==> src/rtl/cordic_iter_controller_pkg.sv <==
// Shared definitions for the iterative CORDIC controller: control register
// bit positions, FSM states and operating modes.
package cordic_iter_controller_pkg;

  localparam int unsigned CTRL_START    = 0;
  localparam int unsigned CTRL_MODE     = 1;
  localparam int unsigned CTRL_INT_EN   = 2;
  localparam int unsigned CTRL_BUSY     = 3;
  localparam int unsigned CTRL_DONE     = 4;
  localparam int unsigned CTRL_ERR      = 5;
  localparam int unsigned CTRL_ABORT    = 6;
  localparam int unsigned CTRL_ITER_LSB = 8;

  typedef enum logic [1:0] {IDLE, ITER, FINISH} cordic_state_t;
  typedef enum logic {ROTATE, VECTOR} cordic_mode_t;

endpackage

==> src/rtl/cordic_iter_controller_if.sv <==
// Register-file side bundle of the CORDIC controller: operands, control
// register access, results and the interrupt line.
interface cordic_iter_controller_if #(
  parameter int unsigned p_WIDTH = 32
);

  logic [p_WIDTH-1:0] xInput;
  logic [p_WIDTH-1:0] yInput;
  logic [p_WIDTH-1:0] zInput;
  logic [p_WIDTH-1:0] controlRegisterInput;
  logic               controlRegisterWrite;
  logic [p_WIDTH-1:0] xResult;
  logic [p_WIDTH-1:0] yResult;
  logic [p_WIDTH-1:0] zResult;
  logic [p_WIDTH-1:0] controlRegisterOutput;
  logic [p_WIDTH-1:0] controlRegisterMask;
  logic               interrupt;

  modport master (
    output xInput, yInput, zInput, controlRegisterInput, controlRegisterWrite,
    input  xResult, yResult, zResult, controlRegisterOutput, controlRegisterMask,
    input  interrupt
  );

  modport slave (
    input  xInput, yInput, zInput, controlRegisterInput, controlRegisterWrite,
    output xResult, yResult, zResult, controlRegisterOutput, controlRegisterMask,
    output interrupt
  );

endinterface

==> src/rtl/cordic_iter_controller_stage.sv <==
// One combinational CORDIC shift-add micro-rotation. Gain is not compensated;
// arithmetic wraps in two's complement.
module cordic_iter_controller_stage
  import cordic_iter_controller_pkg::*;
#(
  parameter int unsigned p_WIDTH      = 32,
  parameter int unsigned p_LOG2_WIDTH = $clog2(p_WIDTH)
) (
  input  logic [p_WIDTH-1:0]      x_i,
  input  logic [p_WIDTH-1:0]      y_i,
  input  logic [p_WIDTH-1:0]      z_i,
  input  logic [p_WIDTH-1:0]      angle_i,
  input  logic [p_LOG2_WIDTH-1:0] shift_i,
  input  cordic_mode_t            mode_i,
  output logic [p_WIDTH-1:0]      x_o,
  output logic [p_WIDTH-1:0]      y_o,
  output logic [p_WIDTH-1:0]      z_o
);

  logic signed [p_WIDTH-1:0] x_sh;
  logic signed [p_WIDTH-1:0] y_sh;
  logic                      d_pos;

  assign x_sh = $signed(x_i) >>> shift_i;
  assign y_sh = $signed(y_i) >>> shift_i;

  // Rotation drives z toward zero, vectoring drives y toward zero
  assign d_pos = (mode_i == VECTOR) ? y_i[p_WIDTH-1] : ~z_i[p_WIDTH-1];

  assign x_o = d_pos ? (x_i - y_sh)    : (x_i + y_sh);
  assign y_o = d_pos ? (y_i + x_sh)    : (y_i - x_sh);
  assign z_o = d_pos ? (z_i - angle_i) : (z_i + angle_i);

endmodule

==> src/rtl/cordic_iter_controller.sv <==
// Iterative CORDIC controller: owns the control/status register, sequences
// one micro-rotation per clock and captures results on completion.
module cordic_iter_controller
  import cordic_iter_controller_pkg::*;
#(
  parameter int unsigned p_WIDTH = 32
) (
  input  logic                       clk,
  input  logic                       rst,
  cordic_iter_controller_if.slave    bus,
  input  logic [p_WIDTH-1:0]         angle,
  output logic [$clog2(p_WIDTH)-1:0] lutAddress
);

  localparam int unsigned LW = $clog2(p_WIDTH);

  cordic_state_t      state_q;
  cordic_mode_t       mode_q;
  cordic_mode_t       run_mode_q;
  logic               int_en_q;
  logic               busy_q;
  logic               done_q;
  logic               err_q;
  logic [LW-1:0]      iter_q;
  logic [LW-1:0]      cnt_q;
  logic [LW-1:0]      last_q;
  logic [p_WIDTH-1:0] x_q, y_q, z_q;
  logic [p_WIDTH-1:0] x_d, y_d, z_d;
  logic [p_WIDTH-1:0] xr_q, yr_q, zr_q;

  logic [p_WIDTH-1:0] wdata_c;
  logic               start_c;
  logic               abort_c;
  logic               w1c_done_c;
  logic               w1c_err_c;
  logic [LW-1:0]      wr_iter_c;
  logic [LW-1:0]      wr_last_c;
  logic               unused_wdata_c;

  assign wdata_c    = bus.controlRegisterInput;
  assign start_c    = bus.controlRegisterWrite & wdata_c[CTRL_START];
  assign abort_c    = bus.controlRegisterWrite & wdata_c[CTRL_ABORT];
  assign w1c_done_c = bus.controlRegisterWrite & wdata_c[CTRL_DONE];
  assign w1c_err_c  = bus.controlRegisterWrite & wdata_c[CTRL_ERR];
  assign wr_iter_c  = wdata_c[CTRL_ITER_LSB +: LW];
  assign unused_wdata_c = ^{wdata_c[CTRL_BUSY], wdata_c[7],
                            wdata_c[p_WIDTH-1:CTRL_ITER_LSB+LW]};

  // Index of the final iteration: ITER=0 or ITER>width runs the full width
  assign wr_last_c = ((wr_iter_c == '0) || (32'(wr_iter_c) > p_WIDTH))
                     ? LW'(p_WIDTH - 1) : (wr_iter_c - LW'(1));

  // Single micro-rotation on the working registers
  cordic_iter_controller_stage #(
    .p_WIDTH      (p_WIDTH),
    .p_LOG2_WIDTH (LW)
  ) u_stage (
    .x_i     (x_q),
    .y_i     (y_q),
    .z_i     (z_q),
    .angle_i (angle),
    .shift_i (cnt_q),
    .mode_i  (run_mode_q),
    .x_o     (x_d),
    .y_o     (y_d),
    .z_o     (z_d)
  );

  // Control register, FSM, iteration counter and datapath registers
  always_ff @(posedge clk) begin
    if (rst) begin
      state_q    <= IDLE;
      mode_q     <= ROTATE;
      run_mode_q <= ROTATE;
      int_en_q   <= 1'b0;
      busy_q     <= 1'b0;
      done_q     <= 1'b0;
      err_q      <= 1'b0;
      iter_q     <= '0;
      cnt_q      <= '0;
      last_q     <= '0;
      x_q        <= '0;
      y_q        <= '0;
      z_q        <= '0;
      xr_q       <= '0;
      yr_q       <= '0;
      zr_q       <= '0;
    end else begin
      if (bus.controlRegisterWrite) begin
        mode_q   <= cordic_mode_t'(wdata_c[CTRL_MODE]);
        int_en_q <= wdata_c[CTRL_INT_EN];
        iter_q   <= wr_iter_c;
      end
      if (w1c_done_c) done_q <= 1'b0;
      if (w1c_err_c)  err_q  <= 1'b0;

      case (state_q)
        IDLE: begin
          if (start_c) begin
            x_q        <= bus.xInput;
            y_q        <= bus.yInput;
            z_q        <= bus.zInput;
            run_mode_q <= cordic_mode_t'(wdata_c[CTRL_MODE]);
            last_q     <= wr_last_c;
            cnt_q      <= '0;
            busy_q     <= 1'b1;
            done_q     <= 1'b0;
            state_q    <= ITER;
          end
        end
        ITER: begin
          if (abort_c) begin
            busy_q  <= 1'b0;
            cnt_q   <= '0;
            state_q <= IDLE;
          end else begin
            if (start_c) err_q <= 1'b1;
            x_q <= x_d;
            y_q <= y_d;
            z_q <= z_d;
            if (cnt_q == last_q) begin
              cnt_q   <= '0;
              state_q <= FINISH;
            end else begin
              cnt_q <= cnt_q + LW'(1);
            end
          end
        end
        FINISH: begin
          if (abort_c) begin
            busy_q  <= 1'b0;
            state_q <= IDLE;
          end else begin
            if (start_c) err_q <= 1'b1;
            xr_q    <= x_q;
            yr_q    <= y_q;
            zr_q    <= z_q;
            done_q  <= 1'b1;
            busy_q  <= 1'b0;
            state_q <= IDLE;
          end
        end
        default: state_q <= IDLE;
      endcase
    end
  end

  // Assemble the control/status image and the hardware-owned bit mask
  always_comb begin
    bus.controlRegisterOutput                       = '0;
    bus.controlRegisterOutput[CTRL_MODE]            = (mode_q == VECTOR);
    bus.controlRegisterOutput[CTRL_INT_EN]          = int_en_q;
    bus.controlRegisterOutput[CTRL_BUSY]            = busy_q;
    bus.controlRegisterOutput[CTRL_DONE]            = done_q;
    bus.controlRegisterOutput[CTRL_ERR]             = err_q;
    bus.controlRegisterOutput[CTRL_ITER_LSB +: LW]  = iter_q;
    bus.controlRegisterMask                         = '0;
    bus.controlRegisterMask[CTRL_BUSY]              = 1'b1;
    bus.controlRegisterMask[CTRL_DONE]              = 1'b1;
    bus.controlRegisterMask[CTRL_ERR]               = 1'b1;
  end

  assign bus.xResult   = xr_q;
  assign bus.yResult   = yr_q;
  assign bus.zResult   = zr_q;
  assign bus.interrupt = done_q & int_en_q;
  assign lutAddress    = (state_q == ITER) ? cnt_q : '0;

endmodule

==> src/flat_wrapper.sv <==
// flat-port wrapper written by rule: the top's interface ports become plain ports
module cordic_iter_controller_flat import cordic_iter_controller_pkg::*;
#(
  parameter int unsigned p_WIDTH = 32
)
  (clk, rst, angle, lutAddress, bus_xInput, bus_yInput, bus_zInput, bus_controlRegisterInput, bus_controlRegisterWrite, bus_xResult, bus_yResult, bus_zResult, bus_controlRegisterOutput, bus_controlRegisterMask, bus_interrupt);
  cordic_iter_controller_if #(.p_WIDTH(p_WIDTH)) bus_i ();
  input  logic clk;
  input  logic rst;
  input  logic [p_WIDTH-1:0] angle;
  output logic [$clog2(p_WIDTH)-1:0] lutAddress;
  input wire logic [$bits(bus_i.xInput)-1:0] bus_xInput;
  input wire logic [$bits(bus_i.yInput)-1:0] bus_yInput;
  input wire logic [$bits(bus_i.zInput)-1:0] bus_zInput;
  input wire logic [$bits(bus_i.controlRegisterInput)-1:0] bus_controlRegisterInput;
  input wire logic [$bits(bus_i.controlRegisterWrite)-1:0] bus_controlRegisterWrite;
  output wire logic [$bits(bus_i.xResult)-1:0] bus_xResult;
  output wire logic [$bits(bus_i.yResult)-1:0] bus_yResult;
  output wire logic [$bits(bus_i.zResult)-1:0] bus_zResult;
  output wire logic [$bits(bus_i.controlRegisterOutput)-1:0] bus_controlRegisterOutput;
  output wire logic [$bits(bus_i.controlRegisterMask)-1:0] bus_controlRegisterMask;
  output wire logic [$bits(bus_i.interrupt)-1:0] bus_interrupt;
  assign bus_i.xInput = bus_xInput;
  assign bus_i.yInput = bus_yInput;
  assign bus_i.zInput = bus_zInput;
  assign bus_i.controlRegisterInput = bus_controlRegisterInput;
  assign bus_i.controlRegisterWrite = bus_controlRegisterWrite;
  assign bus_xResult = bus_i.xResult;
  assign bus_yResult = bus_i.yResult;
  assign bus_zResult = bus_i.zResult;
  assign bus_controlRegisterOutput = bus_i.controlRegisterOutput;
  assign bus_controlRegisterMask = bus_i.controlRegisterMask;
  assign bus_interrupt = bus_i.interrupt;
  cordic_iter_controller #(.p_WIDTH(p_WIDTH)) u_core (.clk(clk), .rst(rst), .bus(bus_i), .angle(angle), .lutAddress(lutAddress));
endmodule
==> config.mk <==
export PLATFORM = sky130hd
export DESIGN_NAME = cordic_iter_controller_flat
export DESIGN_NICKNAME = d
export VERILOG_FILES = /design/src/rtl/cordic_iter_controller_pkg.sv /design/src/rtl/cordic_iter_controller_if.sv /design/src/rtl/cordic_iter_controller_stage.sv /design/src/rtl/cordic_iter_controller.sv /design/src/flat_wrapper.sv
export SDC_FILE = /design/constraint.sdc
export NUM_CORES = 1
export LEC_CHECK = 0
export CAP_MARGIN = 20
export CORE_AREA = 2 2 267 269
export CTS_CLUSTER_DIAMETER = 150
export DETAILED_ROUTE_END_ITERATION = 10
export DIE_AREA = 0 0 269 271
export GPL_TIMING_DRIVEN = 0
export PLACE_DENSITY = 0.5
export SYNTH_ARGS = -nofsm -noshare
export SYNTH_HDL_FRONTEND = slang
export SYNTH_HIERARCHICAL = 1
export SYNTH_SLANG_ARGS = --single-unit
==> constraint.sdc <==
create_clock -name clk -period 5.4 [get_ports clk]
set_input_delay 0.54 -clock clk [delete_from_list [all_inputs] [get_ports clk]]
set_output_delay 0.54 -clock clk [all_outputs]
set_load 0.02 [all_outputs]
# --- Word level (Yosys, flattened, before mapping) ---
# Cells that the tools add are included.
word_totals:
  output_inout_bits: 166
  in_bits: 163
  regBits: 215
  word_cells: 85
classes:
  add_sub_neg: 8
  reduce_logical: 11
  shift: 2
  eq_ne: 7
  muxes: 34
  bitwise_logic: 7
op_table:
  columns: ["op", "n"]
  rows:
  - ["32-bit 2-to-1 mux", 9]
  - ["32-bit case mux with 2 select lines", 3]
  - ["32-bit adder", 3]
  - ["32-bit subtractor", 3]
  - ["32-bit by 5-bit >>> shifter with 32-bit output", 2]
  - ["5-bit 2-to-1 mux", 5]
  - ["1-bit 2-to-1 mux", 10]
  - ["5-bit case mux with 2 select lines", 1]
  - ["2-bit AND reduction", 4]
  - ["2-bit 2-to-1 mux", 3]
  - ["3-bit AND reduction", 2]
  - ["5-bit by 1-bit adder with 5-bit output, second input constant", 1]
  - ["1-bit bitwise AND", 5]
  - ["5-bit == test", 1]
  - ["5-bit logical NOT", 1]
  - ["5-bit by 1-bit subtractor with 5-bit output, second input constant", 1]
  - ["2-bit by 1-bit != test with 1-bit output, second input constant", 2]
  - ["2-bit case mux with 2 select lines", 1]
  - ["3-bit by 1-bit != test with 1-bit output, second input constant", 1]
  - ["1-bit case mux with 3 select lines", 1]
  - ["3-bit nonzero test", 1]
  - ["2-bit by 1-bit == test with 1-bit output, second input constant", 1]
  - ["2-bit == test, second input constant", 1]
  - ["2-bit logical NOT", 1]
  - ["5 further kinds", 6]

# --- Logic depth before layout (Yosys ltp) ---
logic_depth:
  depth_word: 5
  ltp_mapped: 28
  depth_no_buf: 22

# --- Modules after synthesis ---
# Netlist, hierarchy kept.
by_module_without_submodules:
  columns: ["mod", "seq_area_each_um2", "cells_per_inst", "area_per_inst_um2", "n_inst"]
  rows:
  - ["cordic_iter_controller_stage", 0.0, 1471, 11624.9, 1]
  - ["cordic_iter_controller", 4304.1, 1051, 9233.9, 1]

# --- Least setup slack after synthesis ---
# No wires, ideal clock.
synth_path:
  path_kind: "register to register"
  from: "reg u_core.cnt_q[1]"
  to: "reg u_core.y_q[29]"
  t_arrival_ns: 5.551
  period_less_slack_ns: 5.636
  t_required_ns: 5.314
  path_stages_with_launch: 29
  setup_time_ns: 0.086
  setup_slack_ns: -0.236
  path_buffers: 6
  cell_sequence: "dfxtp_1 buf_6 buf_12 buf_6 buf_4 buf_4 buf_2 mux4_2 nand2_1 a21oi_1 a311oi_1 ha_1 inv_1 nor2_1 nand2_1 nand2_1 xor2_1 ha_1 and3_1 a211oi_1 o31ai_1 o32ai_1 a211oi_1 nor3_1 o21ai_0 o31a_1 xor2_1 mux2i_1 a211oi_1"
synth_via:
  elab_chain_cells: 5
  elab_cells_between_ends: 6
  classes_between: "add/sub (2); shift (1); mux (3)"
synth_lines:
  columns: ["element", "line", "text"]
  rows:
  - ["start: declaration", "cordic_iter_controller.sv:25", "logic [LW-1:0] cnt_q;"]
  - ["start signal: assignment", "cordic_iter_controller.sv:125", "cnt_q <= cnt_q + LW'(1);"]
  - ["32-bit by 5-bit >>> shifter with 32-bit output *", "cordic_iter_controller_stage.sv:24", "assign x_sh = $signed(x_i) >>> shift_i;"]
  - ["32-bit subtractor / 32-bit adder (equally long branches)", "cordic_iter_controller_stage.sv:31", "assign y_o = d_pos ? (y_i + x_sh) : (y_i - x_sh);"]
  - ["32-bit 2-to-1 mux *", "cordic_iter_controller_stage.sv:31", null]
  - ["via u_core.y_d[29]", "cordic_iter_controller.sv:28", "logic [p_WIDTH-1:0] x_d, y_d, z_d;"]
  - ["32-bit 2-to-1 mux *", "cordic_iter_controller.sv:112", "if (abort_c) begin"]
  - ["32-bit case mux with 2 select lines *", "cordic_iter_controller.sv:97", "case (state_q)"]
  - ["end signal: assignment", "cordic_iter_controller.sv:101", "y_q <= bus.yInput;"]
  - ["end signal: assignment", "cordic_iter_controller.sv:119", "y_q <= y_d;"]
  - ["end: declaration", "cordic_iter_controller.sv:27", "logic [p_WIDTH-1:0] x_q, y_q, z_q;"]
# The timed path passes the listed nets; every way through them passes the cells marked *. The select of a mux whose other input is x is not followed.
# A chain may end at the register's enable or synchronous reset.

# --- Worst setup path in the final report ---
layout_path:
  from: "reg u_core.cnt_q[3]"
  to: "reg u_core.y_q[29]"
# The elaborated chain is that of the path after synthesis.

==> impl_metrics.tcl <==
set metrics [dict create \
    hold_end "u_core/state_q[0]" \
    syn_avg_cell_area_sq_um 8.271 \
    initialDrtViolationCount 1587 \
    port_buffers 251 \
    drive_above_1_share 0.2394 \
    wl_per_cell_um 26.43 \
    synthesis.area_sq_mm 0.02086 \
    post-route-util 0.4131 \
    status "complete, but fails checks" \
    syn_to_final_growth_pct 38.20 \
    hpwl_um 80580 \
    grt_setup_unrepaired "true" \
    die_y_um 271 \
    track_usage 0.2780 \
    worst_pin_slew_ns 1.272 \
    max_stage_delay_ns 0.45 \
    drc_errors 0 \
    clock_power_share 0.167 \
    combPwrFrac 0.641 \
    synth_edf_count 0 \
    die_x_um 269 \
    synthArstFlopShare 0 \
    worst-path-buf-inv 10 \
    clockRootBuffer "clkbuf_16" \
    timing.hold.ws_ns 0.3487 \
    p_int_uw 6498 \
    synth_cell_types 100 \
    arrival_ns 6.33 \
    cts_sinks 215 \
    swShare 0.4568 \
    seqPwrFrac 0.191 \
    start_util 0.2989 \
    cpMaxStageDelayCell "a311oi_4" \
    critPathLaunchType "flop" \
    vdd.ir_drop.worst_mv 0.2501 \
    grt_pass1_vias 22129 \
    crit_fanout 10 \
    r2r_start "u_core/cnt_q[3]" \
    nets 3290 \
    p_leak_uw 0.01101 \
    cts_buffers 28 \
    dr.pass1.iters 5 \
    ioPinCount 329 \
    h-tree-depth 1 \
    reg2reg_setup_slack_ns -0.43 \
    core_sq_mm 0.06979 \
    placementRows 97 \
    required_ns 5.90 \
    min_from "bus_controlRegisterWrite" \
    hold_depth 3 \
    vias_per_cell 5.581 \
    syn_inst 2522 \
    drt_wl_total_um 105200 \
    crit_family "buffers and inverters" \
    yosys_warnings 6 \
    cap_viol_max_count 0 \
    period_share 1.079 \
    die_area_sq_mm 0.07290 \
    drv_slew 0 \
    finalHoldViolations 0 \
    slew_headroom 0.1518 \
    cts_tree "yes" \
    clk_path_buf_depth 3 \
    grt-ovfl-total 0 \
    max_freq_mhz 171.6 \
    failed_checks "negative setup slack" \
    ys_seq_area_frac 0.2063 \
    vias 22206 \
    clk_latency_ns 0.59 \
    fin_skew_ns 0.01431 \
    synth_ff_type "dfxtp_1" \
    cts_hold_buf 0 \
    crit_path_end_kind "flop" \
    p_sw_uw 5465 \
    timing.rr.end "u_core/y_q[29]" \
    cp-startpoint "u_core/cnt_q[3]" \
    grt_max_degree 15 \
    final_antenna_net_count 0 \
    setup_viol 24 \
    power.density_mw_per_mm2 415.0 \
    synth_seq_cells 215 \
    gp_congestion 1.001 \
    critPathKind "flop to flop" \
    reg2reg_depth 28 \
    antenna_found_initial 3 \
    hp-class "primary input to flop" \
    setup_ws_ns -0.4279 \
    path_clk_slew_ns 0.06 \
    grt_pass1_wl_um 150000 \
    place_ws_ns -2.437 \
    min_period_ns 5.828 \
    fin_tns_setup_ns -5.477 \
]
[kinds of logic (layout without fill, tap and decap cells)]
| family | Yosys count | count (layout) | share of synthesized area |
|---|---|---|---|
| compound gates | 701 | 701 | 0.2278 |
| xor+xnor | 174 | 174 | 0.07372 |
| fa+ha+maj | 112 | 112 | 0.06826 |
| buf+inv | 270 | 733 | 0.07306 |
| flops | 215 | 215 | 0.2063 |
| mux | 266 | 266 | 0.1817 |
| other cells | 2 | 56 | 0.0003600 |
| simple gates | 782 | 782 | 0.1688 |
[stage by stage]
stage,cells,power (uW),cell area (sq um)
after floorplan,2574,6445,21090
after global placement,3765,8254,24770
after detailed placement,3769,8334,24820
after CTS,3915,11220,27710
after global routing,3977,12640,28820
final,3979,11960,28830
[worst max path at each step]
| stage | to | slack [ns] | depth (start not counted) |
|---|---|---|---|
| finish | u_core/y_q[29] | -0.43 | 28 |
| CTS | u_core/y_q[29] | -0.47 | 25 |
| global route | u_core/y_q[29] | -0.63 | 29 |
| global placement | u_core/x_q[30] | -2.43 | 21 |
| floorplan | u_core/y_q[29] | 0.02 | 27 |
| detailed placement | u_core/y_q[31] | -2.44 | 25 |
[cell usage after synthesis, types with 17 or more instances]
library cell | count | area [sq um]
nand2b_1 | 22 | 137.6
nor2_1 | 238 | 893.4
mux2i_1 | 154 | 1541
a21o_1 | 39 | 292.8
a211oi_1 | 117 | 878.3
a21oi_1 | 229 | 1146
mux2_2 | 26 | 292.8
ha_1 | 109 | 1364
o21ai_0 | 68 | 340.3
a31oi_1 | 28 | 175.2
mux4_2 | 77 | 1734
nand2_1 | 316 | 1186
nand3_1 | 40 | 200.2
o211ai_1 | 17 | 127.6
xnor2_1 | 118 | 1033
inv_1 | 44 | 165.2
o21a_1 | 23 | 172.7
and3_1 | 25 | 156.4
xor2_1 | 55 | 481.7
clkbuf_1 | 67 | 251.5
dfxtp_1 | 215 | 4304
buf_2 | 54 | 270.3
nor3_1 | 37 | 185.2
buf_4 | 77 | 578.1
[power groups by stage]
stage | clock (uW) | sequential, uW | combinational (uW)
floorplan | 0 | 2090 | 4360
global placement | 0 | 2290 | 5960
detailed placement | 0 | 2300 | 6030
CTS | 2070 | 2270 | 6890
global route | 2120 | 2310 | 8220
finish | 2000 | 2290 | 7670
[layer usage]
metal / routed length (um) / global-route usage
met1: 43060 / 0.3427
met5: 13 / 0
met4: 4997 / 0.1234
met3: 6831 / 0.05088
met2: 50270 / 0.4686
[sequential cells by signal (all words and copies together) (netlist names)]
signal,cells
u_core/bus.xResult,32
u_core/bus.yResult,32
u_core/bus.zResult,32
u_core/x_q,32
u_core/y_q,32
u_core/z_q,32
u_core/cnt_q,5
u_core/iter_q,5
u_core/last_q,5
u_core/state_q,2
u_core/busy_q,1
u_core/done_q,1
u_core/err_q,1
u_core/int_en_q,1
u_core/mode_q,1
u_core/run_mode_q,1
[cells in the final DEF, fill, tap and decap left out, types with 31 or more instances in the layout]
master,count
a211oi_1,98
a21o_1,38
a21oi_1,204
buf_2,41
buf_4,201
buf_6,48
clkbuf_1,49
clkdlybuf4s50_1,251
conb_1,54
dfxtp_1,210
ha_1,95
inv_1,43
mux2i_1,141
mux4_2,80
nand2_1,309
nand3_1,34
nor2_1,230
nor3_1,31
o21ai_0,51
xnor2_1,104
xor2_1,48
[layout make-up]
cell class / instances / area [sq um]
multi-input cells: 2089 / 16530
clock buffers: 48 / 917.1
flip-flops and latches: 215 / 4318
inverters: 47 / 190.2
fillers: 7039 / 40960
diodes: 2 / 5.005
plain buffers: 220 / 1699
clock inverters: 4 / 72.57
well taps: 940 / 1176
repair buffers: 414 / 3924
[repair_timing]
action | 4_1_cts | 5_1_grt
cloned | 0 | 2
endpoints found under the setup margin | 80 | 41
gates resized for setup | 309 | 125
setup buffers | 98 | 67
pin swaps | 123 | 92
[tightest hold or removal path, stage by stage]
cell and delay, ns:
buf_2 0.15, a21oi_1 0.14, a2111oi_1 0.06
No activity file was read; power rests on OpenSTA's default activity.
